### src/rtl/emu_ioctl_pkg.sv
// emu_ioctl_pkg: shared constants, FSM states and region decode for the ioctl router
package emu_ioctl_pkg;
  localparam logic [15:0] ROM_IDX = 16'd0;
  localparam logic [15:0] DIP_IDX = 16'd254;
  localparam int MAX_REGION = 8;
  typedef enum logic [2:0] {S_IDLE, S_COLLECT, S_ISSUE, S_FLUSH, S_DONE} state_t;
  typedef struct packed {
    logic        hit;
    logic [2:0]  region;
    logic [26:0] offset;
  } dec_t;
  // Bases are ascending, so the last base at or below addr owns it.
  function automatic dec_t region_decode(input logic [26:0] addr, input logic [27*MAX_REGION-1:0] base,
                                         input int n, input logic [26:0] rom_end);
    dec_t d;
    d = '0;
    for (int i = 0; i < MAX_REGION; i++)
      if (i < n && addr >= base[27*i +: 27] && addr < rom_end) begin
        d.hit    = 1'b1;
        d.region = 3'(i);
        d.offset = addr - base[27*i +: 27];
      end
    return d;
  endfunction
endpackage

### src/rtl/emu_ioctl_packer.sv
// emu_ioctl_packer: byte-lane store holding one partial word with its address and region
module emu_ioctl_packer #(
  parameter int BPW    = 2,
  parameter int ADDR_W = 20
) (
  input  logic              clk_i,
  input  logic              rst_i,
  input  logic              clr_i,
  input  logic              st_i,
  input  logic [1:0]        lane_i,
  input  logic [7:0]        byte_i,
  input  logic [ADDR_W-1:0] addr_i,
  input  logic [2:0]        region_i,
  output logic [8*BPW-1:0]  data_o,
  output logic [8*BPW-1:0]  merged_o,
  output logic [ADDR_W-1:0] addr_o,
  output logic [2:0]        region_o,
  output logic              partial_o,
  output logic              full_o
);
  logic [8*BPW-1:0] data_q, mask, ins, base;
  logic [ADDR_W-1:0] addr_q;
  logic [2:0] region_q;
  logic partial_q, full_q;
  assign mask = (8*BPW)'(8'hFF) << (8 * lane_i);
  assign ins = (8*BPW)'(byte_i) << (8 * lane_i);
  assign base = clr_i ? '0 : data_q;
  assign merged_o = (data_q & ~mask) | ins;
  assign data_o = data_q;
  assign addr_o = addr_q;
  assign region_o = region_q;
  assign partial_o = partial_q;
  assign full_o = full_q;
  always_ff @(posedge clk_i or posedge rst_i)
    if (rst_i) begin
      data_q    <= '0;
      addr_q    <= '0;
      region_q  <= '0;
      partial_q <= 1'b0;
      full_q    <= 1'b0;
    end else if (st_i) begin
      data_q    <= (base & ~mask) | ins;
      addr_q    <= addr_i;
      region_q  <= region_i;
      partial_q <= 1'b1;
      full_q    <= (!clr_i && full_q) || lane_i == 2'(BPW - 1);
    end else if (clr_i) begin
      data_q    <= '0;
      partial_q <= 1'b0;
      full_q    <= 1'b0;
    end
endmodule

### src/rtl/emu_ioctl_router.sv
// emu_ioctl_router: routes hps_io ROM bytes into per-region packed word writes and captures DIP bytes
module emu_ioctl_router import emu_ioctl_pkg::*; #(
  parameter int                     NREGION     = 4,
  parameter int                     BPW         = 2,
  parameter int                     ADDR_W      = 20,
  parameter logic [27*NREGION-1:0]  REGION_BASE = {27'h30000, 27'h20000, 27'h10000, 27'h0},
  parameter logic [26:0]            ROM_END     = 27'h40000,
  parameter logic [15:0]            ROM_INDEX   = ROM_IDX,
  parameter logic [15:0]            DIP_INDEX   = DIP_IDX,
  parameter int                     DIP_BYTES   = 8
) (
  input  logic                   i_EMU_MCLK,
  input  logic                   i_EMU_INITRST,
  input  logic [15:0]            i_IOCTL_INDEX,
  input  logic                   i_IOCTL_DOWNLOAD,
  input  logic [26:0]            i_IOCTL_ADDR,
  input  logic [7:0]             i_IOCTL_DATA,
  input  logic                   i_IOCTL_WR,
  output logic                   o_IOCTL_WAIT,
  output logic [NREGION-1:0]     o_WR_VALID,
  input  logic [NREGION-1:0]     i_WR_READY,
  output logic [ADDR_W-1:0]      o_WR_ADDR,
  output logic [8*BPW-1:0]       o_WR_DATA,
  output logic [8*DIP_BYTES-1:0] o_DIP,
  output logic                   o_ROM_READY,
  output logic [1:0]             o_ERR
);
  localparam logic [27*MAX_REGION-1:0] BASE_ALL = (27*MAX_REGION)'(REGION_BASE);
  state_t state_q, state_d;
  logic wait_q, wait_d, rdy_q, rdy_d, dl_q, armed_q;
  logic [NREGION-1:0] valid_q, valid_d;
  logic [ADDR_W-1:0] addr_q, ld_addr, waddr, pk_addr;
  logic [8*BPW-1:0] data_q, ld_data, pk_data, pk_nxt;
  logic [2:0] ld_reg, pk_reg;
  logic [1:0] err_q, err_d, lane;
  logic [8*DIP_BYTES-1:0] dip_q;
  logic ld, pk_clr, pk_st, pk_part, pk_full, rom_wr, rise, mism, last;
  dec_t dec;
  assign dec = region_decode(i_IOCTL_ADDR, BASE_ALL, NREGION, ROM_END);
  assign waddr = ADDR_W'(dec.offset / 27'(BPW));
  assign lane = 2'(dec.offset % 27'(BPW));
  assign last = lane == 2'(BPW - 1);
  assign rom_wr = i_IOCTL_WR && i_IOCTL_INDEX == ROM_INDEX;
  // armed_q blocks a download that was already high when reset released
  assign rise = armed_q && i_IOCTL_DOWNLOAD && !dl_q && i_IOCTL_INDEX == ROM_INDEX;
  assign mism = pk_part && (waddr != pk_addr || dec.region != pk_reg);
  emu_ioctl_packer #(.BPW(BPW), .ADDR_W(ADDR_W)) u_packer (
    .clk_i(i_EMU_MCLK), .rst_i(i_EMU_INITRST), .clr_i(pk_clr), .st_i(pk_st),
    .lane_i(lane), .byte_i(i_IOCTL_DATA), .addr_i(waddr), .region_i(dec.region),
    .data_o(pk_data), .merged_o(pk_nxt), .addr_o(pk_addr), .region_o(pk_reg),
    .partial_o(pk_part), .full_o(pk_full)
  );
  always_comb begin
    state_d = state_q;
    wait_d  = wait_q;
    valid_d = valid_q;
    err_d   = err_q;
    rdy_d   = rdy_q;
    ld      = 1'b0;
    pk_clr  = 1'b0;
    pk_st   = 1'b0;
    ld_data = pk_data;
    ld_addr = pk_addr;
    ld_reg  = pk_reg;
    case (state_q)
      S_IDLE: if (rise) begin
        rdy_d   = 1'b0;
        pk_clr  = 1'b1;
        state_d = S_COLLECT;
      end
      S_COLLECT: begin
        state_d = i_IOCTL_DOWNLOAD ? S_COLLECT : S_FLUSH;
        // A mismatching byte evicts the held partial word and becomes the new partial
        if (rom_wr && !dec.hit) err_d[0] = 1'b1;
        else if (rom_wr && (mism || last)) begin
          ld      = 1'b1;
          pk_clr  = 1'b1;
          pk_st   = mism;
          ld_data = mism ? pk_data : pk_nxt;
          ld_addr = mism ? pk_addr : waddr;
          ld_reg  = mism ? pk_reg : dec.region;
        end else if (rom_wr) pk_st = 1'b1;
      end
      S_ISSUE: begin
        if (rom_wr) err_d[1] = 1'b1;
        // valid_q low here means the word was accepted last cycle
        if (|valid_q) valid_d = |(valid_q & i_WR_READY) ? '0 : valid_q;
        else if (pk_full) begin
          ld     = 1'b1;
          pk_clr = 1'b1;
        end else begin
          wait_d  = 1'b0;
          state_d = i_IOCTL_DOWNLOAD ? S_COLLECT : S_FLUSH;
        end
      end
      S_FLUSH: if (pk_part) begin
        ld     = 1'b1;
        pk_clr = 1'b1;
      end else state_d = S_DONE;
      S_DONE: begin
        rdy_d   = 1'b1;
        wait_d  = 1'b0;
        state_d = S_IDLE;
      end
      default: state_d = S_IDLE;
    endcase
    if (ld) begin
      valid_d = NREGION'(1) << ld_reg;
      wait_d  = 1'b1;
      state_d = S_ISSUE;
    end
  end
  always_ff @(posedge i_EMU_MCLK or posedge i_EMU_INITRST)
    if (i_EMU_INITRST) begin
      state_q <= S_IDLE;
      wait_q  <= 1'b0;
      valid_q <= '0;
      err_q   <= '0;
      rdy_q   <= 1'b0;
      dl_q    <= 1'b0;
      armed_q <= 1'b0;
      addr_q  <= '0;
      data_q  <= '0;
      dip_q   <= '0;
    end else begin
      state_q <= state_d;
      wait_q  <= wait_d;
      valid_q <= valid_d;
      err_q   <= err_d;
      rdy_q   <= rdy_d;
      dl_q    <= i_IOCTL_DOWNLOAD;
      armed_q <= armed_q | ~i_IOCTL_DOWNLOAD;
      if (ld) begin
        addr_q <= ld_addr;
        data_q <= ld_data;
      end
      for (int i = 0; i < DIP_BYTES; i++)
        if (i_IOCTL_WR && i_IOCTL_INDEX == DIP_INDEX && i_IOCTL_ADDR == 27'(i)) dip_q[8*i +: 8] <= i_IOCTL_DATA;
    end
  assign o_IOCTL_WAIT = wait_q;
  assign o_WR_VALID = valid_q;
  assign o_WR_ADDR = addr_q;
  assign o_WR_DATA = data_q;
  assign o_DIP = dip_q;
  assign o_ROM_READY = rdy_q;
  assign o_ERR = err_q;
endmodule

### config.mk
export PLATFORM = sky130hd
export DESIGN_NAME = emu_ioctl_router
export DESIGN_NICKNAME = d
export VERILOG_FILES = /design/src/rtl/emu_ioctl_pkg.sv /design/src/rtl/emu_ioctl_packer.sv /design/src/rtl/emu_ioctl_router.sv
export SDC_FILE = /design/constraint.sdc
export NUM_CORES = 1
export LEC_CHECK = 0
export BUFFER_PORTS_ARGS = -buffer_cell sky130_fd_sc_hd__buf_2
export CAP_MARGIN = 15
export CORE_UTILIZATION = 35
export DETAILED_ROUTE_END_ITERATION = 6
export PLACE_DENSITY = 0.55
export SKIP_LAST_GASP = 1
export SYNTH_ARGS = -nofsm -noshare
export SYNTH_HDL_FRONTEND = slang
export SYNTH_SLANG_ARGS = --single-unit
### constraint.sdc
create_clock -name i_EMU_MCLK -period 5.6 [get_ports i_EMU_MCLK]
set_clock_uncertainty 0.1 [all_clocks]
set_input_delay 1.12 -clock i_EMU_MCLK [delete_from_list [all_inputs] [get_ports i_EMU_MCLK]]
set_output_delay 1.12 -clock i_EMU_MCLK [all_outputs]
set_load 0.1 [all_outputs]
==> results.md <==
* Status: finished clean
* Simple-gate area share of the yosys netlist at 17.1%
* Avg WL per Cell at 20.3 µm
* CTS root buf: clkbuf_16
* First-pass GRT wire length at 36,500 µm
* Die area at 22,500 µm²
* Sequential fraction of the synthesis area at 49.8%
* Comb power frac at 8.1%
* Area leader, netlist: dfrtp_1
* Fin. max-slew vios at 0
* Setup ws final at 968 ps
* Max Cap Viol at 0
* Max stage delay on crit path at 630 ps
* Post-synthesis adder-cell area fraction at 1.14%
* Mux share of post-synthesis cell area at 14.1%
* DP HPWL at 16,500 µm
* Yosys top cell area share at 49.8%
* P_leak at 4.69 nW
* Post-synth top cells: dfrtp_1, mux2_2, nand3_1, nor3_1, clkbuf_1
* Synth area leaders: dfrtp_1, mux2_2, nand3_1
* Worst R2R Setup Slack at 2220 ps
* Clk sink count at 153
* Hold bufs inserted after CTS at 0
* # DRC at 0
* Largest net degree at the start of global routing at 73
* I/O Buffers at 166
* Total Wirelength at 23,500 µm
* Asr flop ratio synth at 100%
* Chip width at 150 µm
* Core Footprint at 21,300 µm²
* Main synth FF type: dfrtp_1
* Synth Area in Compound Gates at 12.5%
* Net Sw Frac at 25.2%
* Overall power at 2.52 mW
* Vias/cell at 5.65
* Iteration-0 DRC Markers at 376
* Worst r2r src: u_packer.addr_o[2]$_DFFE_PP0N_
* Setup bufs post-CTS at 0
* Clk slew on worst S/H paths at 60 ps
* Distinct cells, synth at 66
* Mapped Nets at 772
* Clock power frac at 46.9%
* RSZ-0062 raised after global routing: no
* Antenna diode count at 0
* Main combinational cell family by area after synthesis: simple AND/OR/NAND/NOR gates
* Hold depth at 1
* Placer's final routability congestion estimate at 0.913
* Final period util at 82.7%
* Most used cell along the critical path: nor4_1
* Initial antenna violation count at 0
* Critical path peak fanout at 25
* Pre-CTS WS at 531 ps
* Final nets at 932
* Mapped Cells at 706
* Syn. warnings at 0
* Fmax at 216 MHz
* Setup total negative slack at 0 ps
* Setup violations, final at 0
* EDFF count, synth at 0
* Syn avg cell area at 10.9 µm²
* Detail Route Antenna Nets at 0
* CP cell instances: buf_2 > nor4_1 > or3b_1 > nor4_1 > xor2_1 > or3_1 > nor4_2 > a41o_1 > buf_4 > nor2_1 > a31o_2
* CTS H-tree depth at 4
* Count leader, synth: dfrtp_1
* Die H at 150 µm
* Xor-xnor portion of the synthesized cell area at 1.60%
* CTS tree: yes
* Layout area overhead at 22.9%
* Synthesized area at 7680 µm²
* Worst EP arrival at 4840 ps
* Total congestion overflow at 0
* Max VDD drop at 0.205 mV
* PD cells at 267 nW/µm²
* Clk buf depth at 2
* Sequential power share at 45.0%
* Worst Setup Path Type: in -> reg
* Req. time, crit path at 5810 ps
* RR Endpoint: u_packer.full_o$_DFFE_PP0P_
* CTS buffer count at 17
* R2r worst-path depth at 10
* Worst hold endpoint: armed_q$_DFF_PP0_
* Layout fillers at 2,071
* FF+latch count, synth at 153
* Relative slew slack at 26.0%
* CP Launch Type: input pin
* Setup crit end kind: flop
* P_int at 1.89 mW
* Worst min-delay path class: reg -> reg
* Initial Utilization at 36.1%
* Crit path time final at 4630 ps
* Startpoint of the worst hold path: armed_q$_DFF_PP0_
* Top Ports at 167
* Final Hold Viols at 0
* Vias at 6,525
* Ratio of cells with drive above 1 in the final layout at 35.6%
* Vias in the first global route at 6,330
* Worst slew pin tran at 1110 ps
* CP max stage cell: nor4_1
* Post_cts resized at 0
* Fin cells at 1,154
* Row cnt at 53
* Clock Latency Late Sink at 420 ps
* DRT Pass-1 Iters at 5
* Switching pwr at 0.637 mW
* Dpl cells at 1,122
* Total track usage at 21.4%
==> cell families (layout without fill, tap and decap cells) <==
logic type / after synthesis / after routing
simple gates: 235 / 235
flops: 153 / 153
compound gates: 132 / 132
mux: 97 / 97
buf+inv: 68 / 241
xor+xnor: 14 / 14
fa+ha+maj: 7 / 7
==> cell usage in the layout (no fill, tap or decap), types with 5 or more instances in the layout <==
cell type  Yosys  layout
mux2_1        20      20
a22o_1         9       9
mux2i_1        6       6
a21oi_1       13      13
inv_1         14      13
mux2_2        71      71
nor3_1        46      46
a31o_2         5       5
or3_1          9       9
nand3_1       62      62
nor4_1        12      12
clkbuf_16      0      17
o21ai_0       14      14
or4_1          5       5
xor2_1         9       9
nand4_1       20      20
dfrtp_1      153     153
nand2b_1       8       8
o211ai_1       9       9
xnor2_1        5       5
ha_1           7       7
buf_2          7     166
a31oi_1       36      36
a32o_1         8       8
nor2_1        20      19
nand2_1       21      21
buf_4          2      29
==> cell type report <==
cell class / count / area [µm²] / share of cell area, %
inverters: 14 / 57.6 / 0.609
well taps: 275 / 344 / 3.64
repair buffers: 195 / 1050 / 11.1
flip-flops and latches: 153 / 3830 / 40.5
clock buffers: 22 / 454 / 4.81
clock inverters: 10 / 141 / 1.50
multi-input cells: 485 / 3570 / 37.8
==> routing by layer <==
metal	up-vias	wire [µm]	global-route usage [%]
met4	0	189	4.90
met2	242	10800	33.8
met1	3274	10600	29.0
li1	2993	-	-
met3	16	1870	6.15
met5	-	0	0
==> stage by stage <==
step,instance area [µm²],util (%),hold WS [ps]
floorplan,7680,-,335
global placement,8850,41.6,354
detailed placement,8850,41.6,359
CTS,9440,44.4,374
global route,9440,44.4,397
finish,9440,44.4,367
==> power by group through the flow <==
stage | logic (mW) | clock network [mW] | registers [mW]
floorplan | 0.0885 | 0 | 1.20
global placement | 0.205 | 0 | 1.16
detailed placement | 0.204 | 0 | 1.16
CTS | 0.205 | 1.20 | 1.14
global route | 0.223 | 1.24 | 1.14
finish | 0.204 | 1.18 | 1.14
==> state kept, by name (all words and copies together) (netlist names) <==
register            flops
o_ERR                   2
o_IOCTL_WAIT            1
u_packer.partial_o      1
o_DIP                  64
o_WR_ADDR              20
o_WR_VALID              4
armed_q                 1
o_WR_DATA              16
u_packer.region_o       2
u_packer.full_o         1
u_packer.addr_o        20
dl_q                    1
u_packer.data_o        16
o_ROM_READY             1
state_q                 3
==> worst max path at each step <==
| stage | from | endpoint | slack (ps) | depth (start not counted) |
|---|---|---|---|---|
| 2_1_floorplan | i_EMU_INITRST | armed_q$_DFF_PP0_ | 260 | 1 |
| 3_3_place_gp | i_IOCTL_ADDR[8] | u_packer.full_o$_DFFE_PP0P_ | 630 | 11 |
| 3_5_place_dp | i_IOCTL_ADDR[8] | u_packer.full_o$_DFFE_PP0P_ | 530 | 11 |
| 4_1_cts | i_IOCTL_ADDR[8] | u_packer.full_o$_DFFE_PP0P_ | 960 | 11 |
| 5_1_grt | i_IOCTL_ADDR[8] | u_packer.full_o$_DFFE_PP0P_ | 690 | 11 |
| 6_report | i_IOCTL_ADDR[8] | u_packer.full_o$_DFFE_PP0P_ | 970 | 11 |
==> critical path: cells and delay by family <==
family | cells | cell delay (ps)
XOR/XNOR | 1 | 120
buffers and inverters | 2 | 480
AO/OA/AOI/OAI | 2 | 600
AND/OR/NAND/NOR | 6 | 2510
Power figures use the tool's default switching activity.
